--- src/rtl/stump_control_seq.sv ---
// Stump control unit: FETCH/EXECUTE/MEMORY sequencing, instruction register and decode.
// Adds a memory wait-state handshake with a bus-timeout trap, a HALT instruction with
// run/resume, and drives every don't-care decode field to 0.
module stump_control_seq #(
    parameter logic [2:0] PC_REG    = 3'd7,
    parameter int         TIMEOUT_W = 4,
    parameter bit         HALT_EN   = 1'b1
) (
    input  logic        clk,
    input  logic        rst,
    input  logic        run,
    input  logic        mem_ready,
    input  logic [15:0] mem_rdata,
    input  logic [3:0]  cc,
    output logic [15:0] ir,
    output logic        fetch,
    output logic        execute,
    output logic        memory,
    output logic        halted,
    output logic        bus_err,
    output logic        ext_op,
    output logic        reg_write,
    output logic [2:0]  dest,
    output logic [2:0]  srcA,
    output logic [2:0]  srcB,
    output logic [1:0]  shift_op,
    output logic        opB_mux_sel,
    output logic [2:0]  alu_func,
    output logic        cc_en,
    output logic        mem_ren,
    output logic        mem_wen
);

    typedef enum logic [2:0] {
        S_FETCH,
        S_EXECUTE,
        S_MEMORY,
        S_HALT,
        S_ERROR
    } state_t;

    localparam logic [2:0]           OP_LDST   = 3'b110;
    localparam logic [2:0]           OP_BCC    = 3'b111;
    localparam logic [2:0]           ALU_ADD   = 3'b000;
    localparam logic [15:0]          HALT_INSN = 16'hE1FF;
    localparam logic [TIMEOUT_W-1:0] WAIT_MAX  = '1;

    state_t               state;
    state_t               state_next;
    logic [TIMEOUT_W-1:0] wait_cnt;
    logic                 waiting;
    logic                 timed_out;
    logic [2:0]           opcode;
    logic                 is_imm;
    logic                 is_store;
    logic                 is_halt;
    logic                 branch_taken;
    logic                 flag_n;
    logic                 flag_z;
    logic                 flag_v;
    logic                 flag_c;

    assign opcode   = ir[15:13];
    assign is_imm   = ir[12];
    assign is_store = ir[11];
    assign is_halt  = HALT_EN && (ir == HALT_INSN);

    assign flag_n = cc[3];
    assign flag_z = cc[2];
    assign flag_v = cc[1];
    assign flag_c = cc[0];

    // A memory access is outstanding whenever the sequencer sits in FETCH or MEMORY without ready.
    assign waiting   = ((state == S_FETCH) || (state == S_MEMORY)) && !mem_ready;
    assign timed_out = waiting && (wait_cnt == WAIT_MAX);

    // Evaluate the branch condition field ir[11:8] against the {N,Z,V,C} flags.
    always_comb begin
        branch_taken = 1'b0;
        case (ir[11:8])
            4'b0000: branch_taken = 1'b1;                                  // AL
            4'b0001: branch_taken = 1'b0;                                  // NV
            4'b0010: branch_taken = !flag_c && !flag_z;                    // HI
            4'b0011: branch_taken = flag_c || flag_z;                      // LS
            4'b0100: branch_taken = !flag_c;                               // CC
            4'b0101: branch_taken = flag_c;                                // CS
            4'b0110: branch_taken = !flag_z;                               // NE
            4'b0111: branch_taken = flag_z;                                // EQ
            4'b1000: branch_taken = !flag_v;                               // VC
            4'b1001: branch_taken = flag_v;                                // VS
            4'b1010: branch_taken = !flag_n;                               // PL
            4'b1011: branch_taken = flag_n;                                // MI
            4'b1100: branch_taken = (flag_n == flag_v);                    // GE
            4'b1101: branch_taken = (flag_n != flag_v);                    // LT
            4'b1110: branch_taken = !flag_z && (flag_n == flag_v);         // GT
            4'b1111: branch_taken = flag_z || (flag_n != flag_v);          // LE
            default: branch_taken = 1'b0;
        endcase
    end

    // Next-state selection; a ready on the timeout cycle completes the access instead of trapping.
    always_comb begin
        state_next = state;
        case (state)
            S_FETCH: begin
                if (mem_ready) begin
                    state_next = S_EXECUTE;
                end else if (timed_out) begin
                    state_next = S_ERROR;
                end
            end
            S_EXECUTE: begin
                if (is_halt) begin
                    state_next = S_HALT;
                end else if (opcode == OP_LDST) begin
                    state_next = S_MEMORY;
                end else begin
                    state_next = S_FETCH;
                end
            end
            S_MEMORY: begin
                if (mem_ready) begin
                    state_next = S_FETCH;
                end else if (timed_out) begin
                    state_next = S_ERROR;
                end
            end
            S_HALT: begin
                if (run) begin
                    state_next = S_FETCH;
                end
            end
            S_ERROR: begin
                state_next = S_ERROR;
            end
            default: begin
                state_next = S_FETCH;
            end
        endcase
    end

    // State register; reset abandons any access in flight.
    always_ff @(posedge clk or posedge rst) begin
        if (rst) begin
            state <= S_FETCH;
        end else begin
            state <= state_next;
        end
    end

    // Instruction register captures the fetched word when the fetch completes.
    always_ff @(posedge clk or posedge rst) begin
        if (rst) begin
            ir <= 16'h0000;
        end else if ((state == S_FETCH) && mem_ready) begin
            ir <= mem_rdata;
        end
    end

    // Consecutive not-ready counter: cleared on any state change, saturates rather than wrapping.
    always_ff @(posedge clk or posedge rst) begin
        if (rst) begin
            wait_cnt <= '0;
        end else if (state_next != state) begin
            wait_cnt <= '0;
        end else if (waiting && (wait_cnt != WAIT_MAX)) begin
            wait_cnt <= wait_cnt + 1'b1;
        end
    end

    // Decode: outputs depend only on state, ir, cc and mem_ready; everything not driven stays 0.
    always_comb begin
        fetch       = 1'b0;
        execute     = 1'b0;
        memory      = 1'b0;
        halted      = 1'b0;
        bus_err     = 1'b0;
        ext_op      = 1'b0;
        reg_write   = 1'b0;
        dest        = 3'd0;
        srcA        = 3'd0;
        srcB        = 3'd0;
        shift_op    = 2'd0;
        opB_mux_sel = 1'b0;
        alu_func    = 3'd0;
        cc_en       = 1'b0;
        mem_ren     = 1'b0;
        mem_wen     = 1'b0;
        case (state)
            S_FETCH: begin
                fetch    = 1'b1;
                mem_ren  = 1'b1;
                srcA     = PC_REG;
                alu_func = ALU_ADD;
                if (mem_ready) begin
                    reg_write = 1'b1;
                    dest      = PC_REG;
                end
            end
            S_EXECUTE: begin
                execute = 1'b1;
                if (is_halt) begin
                    reg_write = 1'b0;
                end else if (opcode == OP_BCC) begin
                    ext_op      = 1'b1;
                    opB_mux_sel = 1'b1;
                    srcA        = PC_REG;
                    dest        = PC_REG;
                    alu_func    = ALU_ADD;
                    reg_write   = branch_taken;
                end else begin
                    dest = ir[10:8];
                    srcA = ir[7:5];
                    if (is_imm) begin
                        opB_mux_sel = 1'b1;
                    end else begin
                        srcB     = ir[4:2];
                        shift_op = ir[1:0];
                    end
                    if (opcode == OP_LDST) begin
                        alu_func = ALU_ADD;
                    end else begin
                        alu_func  = opcode;
                        reg_write = 1'b1;
                        cc_en     = 1'b1;
                    end
                end
            end
            S_MEMORY: begin
                memory = 1'b1;
                if (is_store) begin
                    mem_wen = 1'b1;
                    srcA    = ir[10:8];
                end else begin
                    mem_ren   = 1'b1;
                    dest      = ir[10:8];
                    reg_write = mem_ready;
                end
            end
            S_HALT: begin
                halted = 1'b1;
            end
            S_ERROR: begin
                bus_err = 1'b1;
            end
            default: begin
                fetch = 1'b0;
            end
        endcase
    end

endmodule

--- config.mk ---
export PLATFORM = sky130hd
export DESIGN_NAME = stump_control_seq
export DESIGN_NICKNAME = d
export VERILOG_FILES = /design/src/rtl/stump_control_seq.sv
export SDC_FILE = /design/constraint.sdc
export NUM_CORES = 1
export LEC_CHECK = 0
export CORE_MARGIN = 3
export CORE_UTILIZATION = 41
export CTS_CLUSTER_DIAMETER = 60
export DETAILED_ROUTE_END_ITERATION = 8
export GPL_ROUTABILITY_DRIVEN = 0
export PLACE_DENSITY = 0.77
export SYNTH_ARGS = -nofsm -noshare
export SYNTH_HDL_FRONTEND = slang
export SYNTH_SLANG_ARGS = --single-unit
--- constraint.sdc ---
create_clock -name clk -period 1.9 [get_ports clk]
set_input_delay 0.285 -clock clk [delete_from_list [all_inputs] [get_ports clk]]
set_output_delay 0.285 -clock clk [all_outputs]
set_load 0.1 [all_outputs]
==> reports/metrics.cfg, run 1 <==
[yosys]
synth_edf_count=0
synth_top_family_by_area=simple AND/OR/NAND/NOR gates
synth_mux_area_frac=0.134
yosys.area_share.simple=0.243
yosys.area.top_type_share=0.404
synth.area.top_cells=dfrtp_1 (40%), mux2_1 (13%), and3_1 (4.0%), nor2_1 (4.0%), a21oi_1 (3.5%)
yosys.area.top_type=dfrtp_1
synthAdderAreaFrac=0.00879
syn_area_per_cell_um2=9.89
synthCells=144
syn-cell-area_um2=1420
ys_seq_area_frac=0.404
async_flop_share=1.00
yosys_warnings=0
synth_ff_type=dfrtp_1
syn_nets=169
synthDistinctLibCells=45
ys_seq_elements=23
synth_xor_area_frac=0.0308
synth_compound_area_frac=0.132

[placement]
pre_cts_ws_ps=-495
portBuffers=64
post-dp-hpwl_mm=4.90

[clock_network]
ctsHoldBuffers=0
cts.sinks=23
cts_resized=13
postCtsSetupRepairBufs=7
clk_path_buf_depth=2
htreeDepth=1
numCtsBuffers=3
clockRootBuffer=clkbuf_4

[die]
start_util=0.448
ioPinCount=65
die_h_um=64.9
die_w_um=64.9
fp-row-count=20

[status]
stop_error=[ERROR DPL-0033] detailed placement checks failed during check placement.
haltStage=clock tree synthesis (4_1_cts)
outcome=aborted with a tool error

metrics by stage:
stage                     utilization  setup TNS, ps  instance area (µm²)  instances  hold slack, ps
after floorplan                     -         -10030                 1780        144             287
after global placement          0.933           -311                 2970        281             508
after detailed placement        0.933           -706                 2970        281             539
cells in the mapped netlist (3+ instances only):
cell	instances
nand2_1	3
clkbuf_1	3
nor4_1	3
dfrtp_1	23
a21o_1	3
a21oi_1	10
and2_1	3
xor2_1	4
and3_1	9
nand2b_1	5
nor2_1	15
mux2_1	16
kinds of logic after synthesis:
group,Yosys count
and+or+nand+nor,57
AOI/OAI and AO/OA,29
DFF,23
muxes,17
buffers and inverters,12
xor gates and xnor gates,5
adders and majority gates,1
==> run 2: changes to the inputs <==
--- a/config.mk
+++ b/config.mk
@@ -6,11 +6,10 @@
 export NUM_CORES = 1
 export LEC_CHECK = 0
 export CORE_MARGIN = 3
-export CORE_UTILIZATION = 41
-export CTS_CLUSTER_DIAMETER = 60
+export CORE_UTILIZATION = 30
 export DETAILED_ROUTE_END_ITERATION = 8
 export GPL_ROUTABILITY_DRIVEN = 0
-export PLACE_DENSITY = 0.77
+export PLACE_DENSITY_LB_ADDON = 0.15
 export SYNTH_ARGS = -nofsm -noshare
 export SYNTH_HDL_FRONTEND = slang
 export SYNTH_SLANG_ARGS = --single-unit
==> reports/metrics.cfg, run 2 <==
[global_routing]
grtUsageTotal=0.195
grt_first_pass_wirelength_mm=8.29
grt_start_max_net_pins=24
antenna_found_initial=0
grt_overflow_total=0
grt_pass1_vias=1709

[final_layout]
layout_common_cells=buf_4 (53), buf_12 (31), clkdlybuf4s50_1 (23)
top_regs=ir x16, wait_cnt x4, state x3
antennaDiodeCount=0
nNetsFinal=278
largest_register_ffs=16
instances_no_fill=304
stdcell_area_um2=3200
mostFrequentLayoutCell=buf_4
num-fill-cells=308
drive_gt1_frac=0.667
area_growth_pct=125
largest_register=ir

[clock_network]
htreeDepth=1  ; unchanged
cts_tree=built
clk_latency_ps=270
clockRootBuffer=clkbuf_8
clkTransAtPathRegs_ps=90
clk_path_buf_depth=2  ; unchanged
ctsHoldBuffers=0  ; unchanged
numCtsBuffers=3  ; unchanged
cts.sinks=23  ; unchanged

[critical_path]
cp.required_ps=1620
startpoint_type=register
worst-endpoint-arrival_ps=1980
worstPathMaxFanout=5
crit_type=reg -> out
end_kind=primary output

[timing]
final.setup.tns_ps=-2790
worst_pin_slew_ps=371
rsz0062_at_grt=yes
setup_ws_ps=-370
fin_crit_sh=1.19
hold_violations=0
min_period_ps=2270
maxClockFrequency_mhz=441
slew_viol_final=0
fin_skew_ps=8.27
relSlewSlack=0.750
finalSetupViolCount=18

[placement]
pre_cts_ws_ps=-461  ; +33.9 ps
portBuffers=64  ; unchanged
dp.cells=294  ; +4.6%
post-dp-hpwl_mm=4.02  ; -18%
dpl-instance-area_um2=3000  ; +1.2%

[drt]
postRouteAntennaNets=0
vias=1558
wl_mm=5.24
first_iter_violations=98
vias_per_cell=5.13
wire_per_inst_um=17.2
first_pass_iters=4
drc=0

[yosys]
ys_seq_area_frac=0.404  ; unchanged
yosys.area.top_type_share=0.404  ; unchanged
synthCells=144  ; unchanged
async_flop_share=1.00  ; unchanged
syn-cell-area_um2=1420  ; unchanged
synth_ff_type=dfrtp_1
synth_most_common_cell=dfrtp_1
ys_seq_elements=23  ; unchanged
yosys.area.top_type=dfrtp_1
syn_nets=169  ; unchanged
syn_area_per_cell_um2=9.89  ; unchanged
synth.area.top_cells=dfrtp_1 (40%), mux2_1 (13%), and3_1 (4.0%), nor2_1 (4.0%), a21oi_1 (3.5%)
synth_top_cells_by_count=dfrtp_1 (23), mux2_1 (16), nor2_1 (15), a21oi_1 (10), and3_1 (9)
yosys_warnings=0  ; unchanged
synthDistinctLibCells=45  ; unchanged
synth_edf_count=0  ; unchanged

[die]
start_util=0.318  ; -0.130
die_h_um=74.9  ; +15%
core_area_um2=4470
ioPinCount=65  ; unchanged
fp-row-count=24  ; +20%
die_w_um=74.9  ; +15%
dieArea_um2=5610

[job]
cap_violations=0

[min_path]
hold_class=in -> async

[status]
violations=negative setup slack
outcome=complete, but fails checks

run 2: cell counts after synthesis:
Identical to the previous run, type by type.
run 2: metrics by stage:
stage / hold slack [ps] / util
6_report: 350 / 0.714
5_1_grt: 391 / 0.714
4_1_cts: 366 / 0.695
3_5_place_dp: 525 / 0.671
3_3_place_gp: 510 / 0.671
2_1_floorplan: 287 / -
run 2: cell families after synthesis:
group	count (synthesis)	share of synthesized area
flops	23	0.404
mux	17	0.134
compound gates	29	0.132
simple gates	57	0.243
buf+inv	12	0.0483
xor+xnor	5	0.0308
fa+ha+maj	1	0.00879
run 2: what timing repair did:
item	CTS	global route
cloned	0	0
setup buffers	3	4
setup endpoints to repair	17	19
pin swaps	5	12
gates resized for setup	9	12
run 2: worst paths after layout:
check	cells after the start	from	slack [ps]	end
setup reg to reg	6	state[0]	200	ir[1]
hold reg to reg	1	wait_cnt[2]	540	wait_cnt[2]
hold / removal	3	rst	350	wait_cnt[1]
max in group asynchronous	3	rst	1270	ir[13]
setup / recovery	6	ir[11]	-370	reg_write
min in group clk	1	wait_cnt[2]	540	wait_cnt[2]
run 2: layout make-up:
type                    instances  area (µm²)  area share
clock buffers                   4        45.0      0.0141
flip-flops and latches         23         632       0.198
inverters                       4        17.5     0.00548
repair buffers                112        1310       0.409
well taps                      52        65.1      0.0204
multi-input cells             109        1130       0.353
run 2: metal layers:
| layer | track usage | wire length [µm] | up-vias |
|---|---|---|---|
| li1 | - | - | 739 |
| met5 | 0 | 0 | - |
| met1 | 0.253 | 2230 | 766 |
| met3 | 0.0374 | 282 | 5 |
| met4 | 0.0534 | 51 | 0 |
| met2 | 0.331 | 2680 | 48 |
run 2: critical path, stage by stage (launching register included):
cell,delay (ps)
dfrtp_4,520
or3_4,360
a31oi_4,170
xor2_1,190
nor4_2,80
nor3_4,200
buf_12,200
Power of run 2 is left out: the tool's default activity adds up to more than one toggle a clock period on the data nets, which glitch-free logic cannot reach.
==> patch: new RTL, flow settings as in run 2 <==
Set the parameter `HALT_EN` to 1'b0 (it was 1'b1).
--- a/src/rtl/stump_control_seq.sv
+++ b/src/rtl/stump_control_seq.sv
@@ -4,7 +4,7 @@
 module stump_control_seq #(
     parameter logic [2:0] PC_REG    = 3'd7,
     parameter int         TIMEOUT_W = 4,
-    parameter bit         HALT_EN   = 1'b1
+    parameter bit         HALT_EN   = 1'b0
 ) (
     input  logic        clk,
     input  logic        rst,
Formal check against the unedited RTL: not equivalent (Yosys sat finds a counterexample within 4 cycles, from zero or initial values and one cycle with rst high).
==> patch against run 2 <==
The flow still finishes with violations (setup timing); via count down 11%; non-clock buffer count down 18; routed wire length down 17%; design area down 10%; synthesized cell count down 6.3%; register-to-register slack worse by 90 ps; sequential share of layout area up 0.97 points; synthesized area down 1.2%; setup slack better by 120 ps; sequential cell count unchanged.
Power is not shown: default switching activity piles up to over one toggle a cycle in this logic, so the estimate is an artifact.
==> patch: results (changes against run 2) <==
worst setup path end: reg_write
clk_skew: 6.42 ps (-1.84 ps)
Post-Synth XOR/XNOR Area: 1.87% (-1.2 points)
Reg clk slew, reported paths: 90 ps (about the same)
commonest cells in the synthesized netlist: 23 x dfrtp_1, 12 x nor2_1, 9 x mux2_4
H-tree depth: 1 (unchanged)
post-synth net total: 160 (-5.3%)
vias in the first global route: 1461 (-15%)
layout cell share with drive strength beyond 1: 60.3% (-6.4 points)
failing checks: setup timing
Worst Max-Slew Pin Slew: 306 ps (-65.0 ps)
IO Port Bufs: 64 (unchanged)
drt via density: 5.02 (-2.0%)
Final setup viols: 17 (-1)
sequential share of the synthesized area: 40.9% (+0.50 points)
synth unique cells: 42 (-6.7%)
# diodes: 0 (unchanged)
TritonCTS buffer count: 3 (unchanged)
largest net degree at the start of global routing: 24 (unchanged)
Reg2Reg Depth: 6 (unchanged)
worst reg2reg path startpoint: state[2]
initial drt markers: 62 (-37%)
CP startpoint: ir[9]
crit path DAT: 1870 ps (-110 ps)
mux contribution to synthesized area: 16.7% (+3.4 points)
Async SR Flop Fraction: 100% (unchanged)
Adder-Cell Fraction of Synth Area: 0.890% (+0.011 points)
fin worst setup slack: -253 ps (+117 ps)
top flop regs: ir: 16 flops, wait_cnt: 4 flops, state: 3 flops
aggregate global-route resource usage: 16.0% (-3.5 points)
worst hold path type: in -> async
ranking of synthesized cells by area: dfrtp_1 41%, mux2_4 9.6%, mux2_2 6.4%, nor2_1 3.2%, and3_1 3.1%
Placement Cell Area: 2670 um2 (-11%)
yosys warns: 0 (unchanged)
status: finished with violations
R2R Setup Slk: 110 ps (-90 ps)
Critical R2R Capture: ir[4]
NumNets Final: 250 (-10%)
Post-Route WL: 4.36 mm (-17%)
1st-pass router iterations: 4 (unchanged)
root buffer cell: clkbuf_8
worst-path maximum fanout: 2 (-3)
CTS max path bufs: 2 (unchanged)
post-synthesis compound-gate area fraction: 13.2% (-0.014 points)
antenna violations before repair: 0 (unchanged)
dpl hpwl: 3.40 mm (-15%)
first-pass GRT wire length: 6.93 mm (-16%)
worst skew pair latency: 260 ps
## patch: changes by cell type after synthesis, moves of 3 or more
| cell | run 2 | this run |
|---|---|---|
| mux2_1 | 16 | 0 |
| mux2_4 | 0 | 9 |
| mux2_2 | 0 | 8 |
| buf_2 | 1 | 5 |
| nor2_1 | 15 | 12 |
| nor3_1 | 2 | 5 |
| nor4_1 | 3 | 0 |
## patch: cell type report
type	count	area [um2]
Clock buffer	3	41.3
Inverter	5	21.3
Fill cell	352	1570
Multi-Input combinational cell	98	947
Clock inverter	1	7.51
Tap cell	52	65.1
Sequential cell	23	597
Timing Repair Buffer	94	1200
## patch: metal layers
metal / vias up / share of wire (%) / global-route usage [%]
met5: - / 0 / 0
met4: 0 / 1.5 / 4.94
met3: 8 / 6.1 / 3.92
met2: 51 / 50 / 26.0
met1: 664 / 42 / 21.1
li1: 663 / - / -
## patch: how the worst min path moves through the flow
stage / slack, ps / start / endpoint / cells past startpoint
CTS: 360 / rst / ir[1] / 3
floorplan: 290 / rst / ir[0] / 1
finish: 350 / rst / ir[0] / 3
global placement: 510 / ir[3] / ir[3] / 1
detailed placement: 530 / ir[2] / ir[2] / 1
global route: 390 / rst / ir[4] / 3
## patch: critical path, stage by stage, from the launching register on
cell	delay (ps)
dfrtp_4	490
mux2i_1	160
mux2_2	360
a221oi_2	240
o211ai_1	160
buf_12	200
## patch: cells by family (layout without fill, tap and decap cells)
| kind of cell | after synthesis | in the layout |
|---|---|---|
| AOI/OAI and AO/OA | 26 | 26 |
| xor gates and xnor gates | 3 | 3 |
| adders and majority gates | 1 | 1 |
| buffers and inverters | 14 | 103 |
| DFF | 23 | 23 |
| muxes | 18 | 18 |
| and+or+nand+nor | 50 | 50 |
## patch: stage by stage
stage               std cells  setup TNS, ps
finish                    276          -1750
global route              276          -2960
CTS                       271          -1670
detailed placement        266           -253
global placement          266           -250
floorplan                 135          -5550
## patch: repair_timing
item | CTS | global route
endpoints found under the setup margin | 19 | 19
buffers inserted | 1 | 6
hold buffers | 0 | 0
pin swaps | 6 | 6
endpoints found under the hold margin | 0 | 0
resized for setup | 16 | 12
